## src/rtl/codec_pkg.sv

```systemverilog
// Shared defaults and types for the codec I2S playback path.
package codec_pkg;

    localparam int DEF_CLK_DIV  = 8;
    localparam int DEF_SAMPLE_W = 16;
    localparam int DEF_SLOT_W   = 32;

    typedef enum logic [1:0] {
        IDLE  = 2'd0,
        RUN   = 2'd1,
        DRAIN = 2'd2
    } tx_state_t;

    typedef logic signed [DEF_SAMPLE_W-1:0] sample_t;

    // Observation bundle; bit_cnt is zero-extended or truncated to 8 bits.
    typedef struct packed {
        tx_state_t  state;
        logic [7:0] bit_cnt;
        logic       pend_v;
        logic       bclk_rise;
        logic       bclk_fall;
    } tx_dbg_t;

endpackage

```

## src/rtl/codec_i2s_tx_if.sv

```systemverilog
// Sample feed from the effect chain plus the I2S pins toward the DAC.
interface codec_i2s_tx_if #(
    parameter int SAMPLE_W = codec_pkg::DEF_SAMPLE_W
);
    // VALID is a one-clk strobe with no back-pressure: every clk with VALID=1 overwrites the
    // pending pair. smp_req pulses one clk after each frame load so the source can pace itself.
    logic                VALID;
    logic [SAMPLE_W-1:0] left_in;
    logic [SAMPLE_W-1:0] right_in;
    logic                smp_req;
    logic                BCLK;
    logic                LRCLK;
    logic                SDOUT;

    modport master (
        output VALID, left_in, right_in,
        input  smp_req, BCLK, LRCLK, SDOUT
    );

    modport slave (
        input  VALID, left_in, right_in,
        output smp_req, BCLK, LRCLK, SDOUT
    );

endinterface

```

## src/rtl/codec_bclk_gen.sv

```systemverilog
// Bit-clock divider: toggles bclk every CLK_DIV clks while run is high, with edge strobes.
module codec_bclk_gen #(
    parameter int CLK_DIV = 8
) (
    input  logic clk,
    input  logic rst_n,
    input  logic run,
    output logic bclk,
    output logic rise_ev,
    output logic fall_ev
);

    localparam int DIV_W = (CLK_DIV > 1) ? $clog2(CLK_DIV) : 1;
    localparam logic [DIV_W-1:0] DIV_LAST = DIV_W'(CLK_DIV - 1);

    logic [DIV_W-1:0] div_cnt;
    logic             terminal;

    // Strobes coincide with the clk edge that moves bclk, so the top updates in lock-step.
    assign terminal = run && (div_cnt == DIV_LAST);
    assign rise_ev  = terminal && !bclk;
    assign fall_ev  = terminal && bclk;

    always_ff @(posedge clk) begin
        if (!rst_n) begin
            div_cnt <= '0;
            bclk    <= 1'b0;
        end else if (!run) begin
            div_cnt <= '0;
            bclk    <= 1'b0;
        end else if (div_cnt == DIV_LAST) begin
            div_cnt <= '0;
            bclk    <= ~bclk;
        end else begin
            div_cnt <= div_cnt + 1'b1;
        end
    end

endmodule

```

## src/rtl/codec_i2s_tx.sv

```systemverilog
// I2S playback transmitter: buffers one stereo pair, serialises it MSB-first with the
// one-BCLK I2S delay, repeats the last pair on underrun and stops cleanly at frame end.
module codec_i2s_tx
    import codec_pkg::*;
#(
    parameter int CLK_DIV  = DEF_CLK_DIV,
    parameter int SAMPLE_W = DEF_SAMPLE_W,
    parameter int SLOT_W   = DEF_SLOT_W
) (
    input  logic          clk,
    input  logic          rst_n,
    input  logic          en,
    input  logic          clr_underrun,
    codec_i2s_tx_if.slave s_if,
    output logic          underrun,
    output tx_dbg_t       dbg
);

    localparam int FRAME_W = 2 * SLOT_W;
    localparam int BC_W    = $clog2(FRAME_W);
    localparam int IDX_W   = (SAMPLE_W > 1) ? $clog2(SAMPLE_W) : 1;
    localparam logic [BC_W-1:0] BIT_LAST = BC_W'(FRAME_W - 1);
    localparam logic [BC_W-1:0] SLOT_LEN = BC_W'(SLOT_W);

    tx_state_t           state;
    logic [BC_W-1:0]     bit_cnt;
    logic                lrclk_q;
    logic                sdout_q;
    logic                smp_req_q;
    logic [SAMPLE_W-1:0] pend_l;
    logic [SAMPLE_W-1:0] pend_r;
    logic                pend_v;
    logic [SAMPLE_W-1:0] held_l;
    logic [SAMPLE_W-1:0] held_r;

    logic                bclk;
    logic                rise_ev;
    logic                fall_ev;
    logic                frame_wrap;
    logic [BC_W-1:0]     nxt_bit;
    logic                nxt_lr;
    logic [BC_W-1:0]     slot_pos;
    logic [IDX_W-1:0]    sd_idx;
    logic [SAMPLE_W-1:0] tx_word;
    logic                nxt_sd;

    codec_bclk_gen #(
        .CLK_DIV (CLK_DIV)
    ) u_bclk (
        .clk     (clk),
        .rst_n   (rst_n),
        .run     (state != IDLE),
        .bclk    (bclk),
        .rise_ev (rise_ev),
        .fall_ev (fall_ev)
    );

    assign frame_wrap = fall_ev && (bit_cnt == BIT_LAST);

    // Next bit position and the data bit it carries; slot bit 0 is the I2S delay slot.
    always_comb begin
        nxt_bit  = (bit_cnt == BIT_LAST) ? '0 : bit_cnt + 1'b1;
        nxt_lr   = (nxt_bit >= SLOT_LEN);
        slot_pos = nxt_lr ? (nxt_bit - SLOT_LEN) : nxt_bit;
        tx_word  = nxt_lr ? held_r : held_l;
        sd_idx   = IDX_W'(SAMPLE_W - int'(slot_pos));
        nxt_sd   = 1'b0;
        if ((slot_pos != '0) && (int'(slot_pos) <= SAMPLE_W)) begin
            nxt_sd = tx_word[sd_idx];
        end
    end

    always_ff @(posedge clk) begin
        if (!rst_n) begin
            state     <= IDLE;
            bit_cnt   <= BIT_LAST;
            lrclk_q   <= 1'b0;
            sdout_q   <= 1'b0;
            smp_req_q <= 1'b0;
            pend_l    <= '0;
            pend_r    <= '0;
            pend_v    <= 1'b0;
            held_l    <= '0;
            held_r    <= '0;
            underrun  <= 1'b0;
        end else begin
            smp_req_q <= 1'b0;
            if (s_if.VALID) begin
                pend_l <= s_if.left_in;
                pend_r <= s_if.right_in;
                pend_v <= 1'b1;
            end
            if (clr_underrun) begin
                underrun <= 1'b0;
            end

            case (state)
                IDLE: begin
                    bit_cnt <= BIT_LAST;
                    lrclk_q <= 1'b0;
                    sdout_q <= 1'b0;
                    if (en) begin
                        state <= RUN;
                    end
                end
                RUN, DRAIN: begin
                    if (state == RUN && !en) begin
                        state <= DRAIN;
                    end else if (state == DRAIN && en) begin
                        state <= RUN;
                    end
                    if (fall_ev) begin
                        if (frame_wrap && state == DRAIN && !en) begin
                            // Drained: the frame-start load is skipped entirely.
                            state   <= IDLE;
                            bit_cnt <= BIT_LAST;
                            lrclk_q <= 1'b0;
                            sdout_q <= 1'b0;
                        end else begin
                            bit_cnt <= nxt_bit;
                            lrclk_q <= nxt_lr;
                            sdout_q <= nxt_sd;
                            if (frame_wrap) begin
                                smp_req_q <= 1'b1;
                                pend_v    <= 1'b0;
                                if (s_if.VALID) begin
                                    held_l <= s_if.left_in;
                                    held_r <= s_if.right_in;
                                end else if (pend_v) begin
                                    held_l <= pend_l;
                                    held_r <= pend_r;
                                end else begin
                                    underrun <= 1'b1;
                                end
                            end
                        end
                    end
                end
                default: state <= IDLE;
            endcase
        end
    end

    assign s_if.BCLK    = bclk;
    assign s_if.LRCLK   = lrclk_q;
    assign s_if.SDOUT   = sdout_q;
    assign s_if.smp_req = smp_req_q;

    always_comb begin
        dbg           = '0;
        dbg.state     = state;
        dbg.bit_cnt   = 8'(bit_cnt);
        dbg.pend_v    = pend_v;
        dbg.bclk_rise = rise_ev;
        dbg.bclk_fall = fall_ev;
    end

endmodule

```

## src/flat_wrapper.sv

```systemverilog
// flat-port wrapper written by rule: the top's interface ports become plain ports
module codec_i2s_tx_flat import codec_pkg::*;
#(
    parameter int CLK_DIV  = DEF_CLK_DIV,
    parameter int SAMPLE_W = DEF_SAMPLE_W,
    parameter int SLOT_W   = DEF_SLOT_W
)
  (clk, rst_n, en, clr_underrun, underrun, dbg, s_if_VALID, s_if_left_in, s_if_right_in, s_if_smp_req, s_if_BCLK, s_if_LRCLK, s_if_SDOUT);
  codec_i2s_tx_if #(.SAMPLE_W(SAMPLE_W)) s_if_i ();
  input  logic clk;
  input  logic rst_n;
  input  logic en;
  input  logic clr_underrun;
  output logic underrun;
  output tx_dbg_t dbg;
  input wire logic [$bits(s_if_i.VALID)-1:0] s_if_VALID;
  input wire logic [$bits(s_if_i.left_in)-1:0] s_if_left_in;
  input wire logic [$bits(s_if_i.right_in)-1:0] s_if_right_in;
  output wire logic [$bits(s_if_i.smp_req)-1:0] s_if_smp_req;
  output wire logic [$bits(s_if_i.BCLK)-1:0] s_if_BCLK;
  output wire logic [$bits(s_if_i.LRCLK)-1:0] s_if_LRCLK;
  output wire logic [$bits(s_if_i.SDOUT)-1:0] s_if_SDOUT;
  assign s_if_i.VALID = s_if_VALID;
  assign s_if_i.left_in = s_if_left_in;
  assign s_if_i.right_in = s_if_right_in;
  assign s_if_smp_req = s_if_i.smp_req;
  assign s_if_BCLK = s_if_i.BCLK;
  assign s_if_LRCLK = s_if_i.LRCLK;
  assign s_if_SDOUT = s_if_i.SDOUT;
  codec_i2s_tx #(.CLK_DIV(CLK_DIV), .SAMPLE_W(SAMPLE_W), .SLOT_W(SLOT_W)) u_core (.clk(clk), .rst_n(rst_n), .en(en), .clr_underrun(clr_underrun), .s_if(s_if_i), .underrun(underrun), .dbg(dbg));
endmodule
```

## config.mk

```make
export PLATFORM = sky130hd
export DESIGN_NAME = codec_i2s_tx_flat
export DESIGN_NICKNAME = d
export VERILOG_FILES = /design/src/rtl/codec_pkg.sv /design/src/rtl/codec_i2s_tx_if.sv /design/src/rtl/codec_bclk_gen.sv /design/src/rtl/codec_i2s_tx.sv /design/src/flat_wrapper.sv
export SDC_FILE = /design/constraint.sdc
export NUM_CORES = 1
export LEC_CHECK = 0
export CAP_MARGIN = 20
export CORE_ASPECT_RATIO = 1.75
export CORE_UTILIZATION = 56
export CTS_BUF_LIST = sky130_fd_sc_hd__clkbuf_4 sky130_fd_sc_hd__clkbuf_8
export CTS_CLUSTER_SIZE = 10
export DETAILED_ROUTE_END_ITERATION = 10
export MAX_ROUTING_LAYER = met4
export PLACE_DENSITY_LB_ADDON = 0.08
export SLEW_MARGIN = 20
export SYNTH_ARGS = -nofsm -noshare
export SYNTH_HDL_FRONTEND = slang
export SYNTH_SLANG_ARGS = --single-unit
```

## constraint.sdc

```tcl
create_clock -name clk -period 3.25 [get_ports clk]
set_input_delay 0.4875 -clock clk [delete_from_list [all_inputs] [get_ports clk]]
set_output_delay 0.4875 -clock clk [all_outputs]
set_load 0.1 [all_outputs]
```

Yosys cells after proc, flatten, opt, wreduce, memory -nomap -nowiden. Index checks and enable logic that the tools add are counted.

Latch bits: 0. Bits in read-only memories: 0. Logic and storage cells: 92. Output and inout port bits: 18. Memory bits (writable): 0. Memories kept: 0. Bits in registers: 81. Input bits: 37.

Shifts and indexed selects: 0. Bitwise gates (word level): 6. Multipliers: 0. Reductions and logical operators: 22. Mux-type cells: 38. Magnitude comparators: 3. Divide/modulo/power cells: 0. Eq/ne operators: 6. Add/sub/neg operators: 4.

Operator list (count): $mux 16 (5); $mux 6 (4); $mux 1 (19); $pmux 6 s2 (1); $mux 2 (5); $logic_and 1x1->1 (9); $add 6x1->6 const B (1); $eq 6x6->1 const B (1); $ge 6x6->1 const B (1); $le 6x5->1 const B (1); $not 1->1 (6); $reduce_bool 2->1 (3); $reduce_bool 6->1 (1); $sub 6x6->6 const B (1); $lt 4x5->1 const B (1); $reduce_and 5->1 (1); $bmux 1 s4 (1); $pmux 1 s2 (2); $pmux 2 s2 (1); $reduce_and 2->1 (2); $reduce_or 4->1 (1); $sub 1x4->4 const A (1); $add 3x1->3 const B (1); $eq 3x3->1 const B (1); other kinds (8) (9).

Longest topological paths before layout. Gate-level depths: netlist (run 1).

Depth in word-level cells: 11. Depth in mapped cells: 10. Gate-level depth less buffers: 9.

Cells and area by module. Synthesis (run 1) repeated with hierarchy kept, for this count alone.

Cells, all modules: 394. Area, all modules: 3921.3 um2.

By module, submodules not included: codec_i2s_tx (area an instance 3756.1 um2, cells an instance 379, times used 1, sequential area each 1541.5 um2); codec_bclk_gen (area an instance 165.2 um2, cells an instance 15, times used 1, sequential area each 80.1 um2).

Worst setup path after synthesis (run 1). No wires, ideal clock.

Kind: flip-flop to flip-flop. From: register u_core.state[0]. To: register u_core.held_l[15]. Stages on the path, launching flop included: 11. Buffers on the path: 2. Arrival time: 3.006 ns. Required time: 3.134 ns. Clock period less this slack: 3.122 ns. Setup slack: 0.128 ns. Library setup time: 0.116 ns. Path through: dfxtp_1 > inv_1 > ha_1 > and3b_1 > clkbuf_1 > and3_1 > nand2_1 > nor2_1 > clkbuf_1 > nand2_1 > o211a_1.

Longest elaborated chain between the ends: 8. Elaborated cells between the ends (all ways): 11. Those cells by class: eq/ne: 2; bitwise: 1; reduce/logical: 8.

RTL lines: from (decl) (RTL line codec_i2s_tx.sv:25) `tx_state_t state;`; from (signal assigned) (RTL line codec_i2s_tx.sv:75) `state <= IDLE;`; from (signal assigned) (RTL line codec_i2s_tx.sv:103) `state <= RUN;`; from (signal assigned) (RTL line codec_i2s_tx.sv:108) `state <= DRAIN;`; $reduce_bool 2->1 * (RTL line codec_i2s_tx.sv:52) `.run (state != IDLE),`; $logic_and 1x1->1 * (RTL line codec_bclk_gen.sv:20) `assign terminal = run && (div_cnt == DIV_LAST);`; $logic_and 1x1->1 * (RTL line codec_bclk_gen.sv:22) `assign fall_ev = terminal && bclk;`; named net u_core.fall_ev (RTL line codec_i2s_tx.sv:38) `logic fall_ev;`; $logic_and 1x1->1 (RTL line codec_i2s_tx.sv:58) `assign frame_wrap = fall_ev && (bit_cnt == BIT_LAST);`; $logic_and 1x1->1 (2 in series) (RTL line codec_i2s_tx.sv:113) `if (frame_wrap && state == DRAIN && !en) begin`; $not 1->1 (no source line); $reduce_and 5->1 (no source line) *; to (signal assigned) (RTL line codec_i2s_tx.sv:127) `held_l <= s_if.left_in;`; to (signal assigned) (RTL line codec_i2s_tx.sv:130) `held_l <= pend_l;`; to (decl) (RTL line codec_i2s_tx.sv:33) `logic [SAMPLE_W-1:0] held_l;`.

Mark *: on every way through the listed nets, which the timed path passes. The rest lies on a longest branch. A chain may end at the register's enable or synchronous reset.

Worst setup path after layout (run 1).
From: register u_core.bit_cnt[0]. To: register u_core.sdout_q, in the netlist u_core.s_if.SDOUT.

Longest elaborated chain between the ends: 11. Elaborated cells between the ends (all ways): 20. Those cells by class: add/sub: 3; order compare: 2; eq/ne: 1; mux: 9; reduce/logical: 5.

RTL lines: from (decl) (RTL line codec_i2s_tx.sv:26) `logic [BC_W-1:0] bit_cnt;`; from (signal assigned) (RTL line codec_i2s_tx.sv:120) `bit_cnt <= nxt_bit;`; $add 6x1->6 or $eq 6x6->1 (tied branches) (RTL line codec_i2s_tx.sv:62, codec_i2s_tx.sv:58); $mux 6 (RTL line codec_i2s_tx.sv:62) `nxt_bit = (bit_cnt == BIT_LAST) ? '0 : bit_cnt + 1'b1;`; $sub 6x6->6 or $ge 6x6->1 (tied branches) (RTL line codec_i2s_tx.sv:64, codec_i2s_tx.sv:63); $mux 6 (RTL line codec_i2s_tx.sv:64) `slot_pos = nxt_lr ? (nxt_bit - SLOT_LEN) : nxt_bit;`; $sub 1x4->4 (RTL line codec_i2s_tx.sv:66) `sd_idx = IDX_W'(SAMPLE_W - int'(slot_pos));`; $bmux 1 s4 (RTL line codec_i2s_tx.sv:69) `nxt_sd = tx_word[sd_idx];`; $mux 1 (not written as such) (RTL line codec_i2s_tx.sv:69); $mux 1 (RTL line codec_i2s_tx.sv:68) `if ((slot_pos != '0) && (int'(slot_pos) <= SAMPLE_W)) begin`; $mux 1 * (RTL line codec_i2s_tx.sv:113); $mux 1 * (RTL line codec_i2s_tx.sv:112) `if (fall_ev) begin`; $pmux 1 s2 * (RTL line codec_i2s_tx.sv:97) `case (state)`; to (signal assigned) (RTL line codec_i2s_tx.sv:122) `sdout_q <= nxt_sd;`; to (decl) (RTL line codec_i2s_tx.sv:28) `logic sdout_q;`.

Mark *: on every way between the ends. The rest lies on a longest branch, timed or not. The select of a mux whose other input is x is not followed.

==> metrics.cfg, run 1 <==
[run_status]
run_status = complete, no violations

[sta]
clock-skew-final_ps = 6.688
drv_slew = 0
layout_setup_ws_ps = 431.1
slew_headroom = 0.3523
max_freq_mhz = 354.8
period_needed_ps = 2819
finalSetupViolations = 0
fin_crit_sh = 0.8673
worst_hold_slack_ps = 418.8
report.final.hold_viol_count = 0
finalSetupTns_ps = 0
rsz0062_at_grt = false
worstMarginPinSlew_ps = 968.5

[floorplan]
io_pins = 55
fp-row-count = 39
design.die.area_um2 = 7018
die_w_um = 63.76
start_util = 0.5759
die_h_um = 110.1
coreArea_um2 = 6490

[placed_design]
dp_slack_ps = 466.0
hpwl_mm = 5.884
place.gp.congestion = 0.9105
portBuffers = 52

[clock_network]
h-tree-depth = 3
clock_latency_ps = 370
cts_setup_buffers = 0
clk_path_buf_depth = 2
cts_tree = built
clk_pin_slew_worst_paths_ps = 80
hold_buffers = 0
numCtsBuffers = 9
root_buffer = clkbuf_8
cts_sinks = 81
cts_resized = 0

[final_layout]
nNetsFinal = 468
n_fill_cell = 527
seq_area_um2 = 1622
multi_input_area_um2 = 1924
antenna_cells = 0
syn_to_final_growth_pct = 17.17
drive_gt1_frac = 0.09133

[synthesis]
ys.flop_type = dfxtp_1
ys_seq_elements = 81
synthesis.area_per_instance_um2 = 9.558
synth_top_area_frac = 0.4339
yosys.area.top_type = dfxtp_1
synth_async_sr_flop_share = 0
syn_area_um2 = 3737
ys_warn_count = 0
synthTopCellsByArea = dfxtp_1 43%, mux2i_1 8.8%, o211a_1 8.8%
ys_top_cells_by_count = 81 x dfxtp_1, 51 x nand2_1, 38 x nor2b_1
ys_types = 52
yosysMostFrequentCell = dfxtp_1
syn-instance-count = 391
synth.yosys.seq_area_share = 0.4339
synth_edf_count = 0

[global_route]
antenna_found_initial = 0
grt_max_degree = 67
overflow = 0
grt_pass1_wl_mm = 12.83
grtUsageTotal = 0.2510
grt_pass1_vias = 2688

[routing]
viasPerCell = 5.697
drc = 0
via_count = 2900
ant_nets = 0
dr.first_iter.drc_count = 219
wl_per_cell_um = 15.93
first_pass_iters = 4
wl_mm = 8.108

[worst_setup_path]
crit_start = u_core.bit_cnt[0]$_SDFFE_PN1P_
cp.arrival_ps = 3060
start_kind = flip-flop
crit_path_max_fanout = 12
timing.reg2reg.setup_slack_ps = 430
timing.critical_path.to = u_core.s_if.SDOUT$_SDFFE_PN0P_
reg2reg_depth = 8
worstReg2RegStart = u_core.bit_cnt[0]$_SDFFE_PN1P_
crit_required_ps = 3490
worstReg2RegEnd = u_core.s_if.SDOUT$_SDFFE_PN0P_
crit_type = flip-flop to flip-flop
cp-end-kind = flip-flop

[power]
sw_frac_of_total = 0.2350
finalPower_mw = 1.913
combinationalPowerShare = 0.091
seq_power_share = 0.537
vdd_ir_drop_max_uv = 373.1
intPower_mw = 1.463
clockPowerShare = 0.372
cellPowerDensity_nw_per_um2 = 436.8
power.switching_uw = 449.6
power.leakage_nw = 2.125

[hold_path]
min-delay-start = rst_n
holdCritPathClass = input pin to flip-flop

[job]
cap_viol_max_count = 0

[layout make-up]
| type | count | share of cell area |
|---|---|---|
| clock buffer | 11 | 0.03171 |
| clock inverter | 3 | 0.01000 |
| inverter | 8 | 0.006857 |
| multi-input combinational | 269 | 0.4394 |
| sequential | 81 | 0.3703 |
| tap | 82 | 0.02343 |
| timing repair buffer | 55 | 0.1183 |
[layer usage]
layer	track usage	vias to the layer above	routed length, µm
met3	0.03498	17	251
met5	-	-	0
met2	0.4491	70	4378
li1	-	1448	-
met1	0.2560	1365	3230
met4	0.1558	0	246
[worst min path at each step]
| stage | end | cells past startpoint | slack, ps |
|---|---|---|---|
| 6_report | u_core.bit_cnt[2]$_SDFFE_PN1P_ | 2 | 420 |
| 3_3_place_gp | u_core.u_bclk.div_cnt[0]$_SDFF_PP0_ | 1 | 420 |
| 3_5_place_dp | u_core.u_bclk.div_cnt[0]$_SDFF_PP0_ | 1 | 430 |
| 5_1_grt | u_core.bit_cnt[1]$_SDFFE_PN1P_ | 2 | 440 |
| 4_1_cts | u_core.bit_cnt[2]$_SDFFE_PN1P_ | 2 | 420 |
| 2_1_floorplan | u_core.u_bclk.div_cnt[0]$_SDFF_PP0_ | 1 | 400 |
[logic make-up (layout without fill, tap and decap cells)]
| logic type | after synthesis | in the layout | synth area share |
|---|---|---|---|
| buf+inv | 42 | 77 | 0.05423 |
| compound gates | 85 | 85 | 0.1892 |
| flops | 81 | 81 | 0.4339 |
| simple gates | 135 | 135 | 0.1885 |
| other cells | 1 | 2 | 0.001003 |
| xor+xnor | 4 | 4 | 0.009376 |
| mux | 36 | 36 | 0.1004 |
| fa+ha+maj | 7 | 7 | 0.02343 |
[power groups by stage]
stage / combinational [mW] / clock [mW] / sequential [mW]
after floorplan: 0.106 / 0 / 1.06
after global placement: 0.173 / 0 / 1.05
after detailed placement: 0.176 / 0 / 1.05
after CTS: 0.177 / 0.724 / 1.03
after global routing: 0.190 / 0.755 / 1.03
final: 0.175 / 0.712 / 1.03
[worst max-delay path: stages (launching register included)]
cell and delay (ps):
dfxtp_1 570, ha_1 410, a21oi_1 120, nor3_4 370
nor2_2 200, a2111oi_0 490, nor4_1 110, o31ai_1 330
a32oi_1 80
[cells in the final DEF (no fill, tap or decap), types with 3 or more instances in the layout]
cell             instances
dfxtp_1                 81
nand2_1                 51
clkdlybuf4s50_1         39
nor2b_1                 38
mux2i_1                 33
o211a_1                 33
buf_4                   13
a21oi_1                 12
clkbuf_8                 9
nand3_1                  8
inv_1                    7
and3_1                   7
ha_1                     7
o21ai_0                  6
nor2_1                   6
nor3_1                   6
and2_1                   5
o22ai_1                  5
o21a_1                   5
a2111oi_0                4
o32ai_1                  3
a22oi_1                  3
[registers in the layout, indices dropped and copies added (netlist names)]
register,flops
u_core.pend_v,1
u_core.held_r,16
u_core.underrun,1
u_core.u_bclk.div_cnt,3
u_core.state,2
u_core.s_if.LRCLK,1
u_core.bit_cnt,6
u_core.s_if.SDOUT,1
u_core.s_if.smp_req,1
u_core.pend_r,16
u_core.u_bclk.bclk,1
u_core.pend_l,16
u_core.held_l,16
[through the flow]
| stage | std cells | cell area [µm²] | utilization |
|---|---|---|---|
| finish | 509 | 4379 | 0.6748 |
| global route | 509 | 4379 | 0.6748 |
| CTS | 509 | 4379 | 0.6748 |
| detailed placement | 495 | 4197 | 0.6466 |
| global placement | 495 | 4197 | 0.6466 |
| floorplan | 392 | 3741 | - |
Power figures use the tool's default switching activity.
==> inputs of run 2 (changes only) <==
- HOLD_SLACK_MARGIN: default -> 0.02
==> results of run 2 <==
Same layout as run 1: the final DEF is identical, and so are final timing and power.
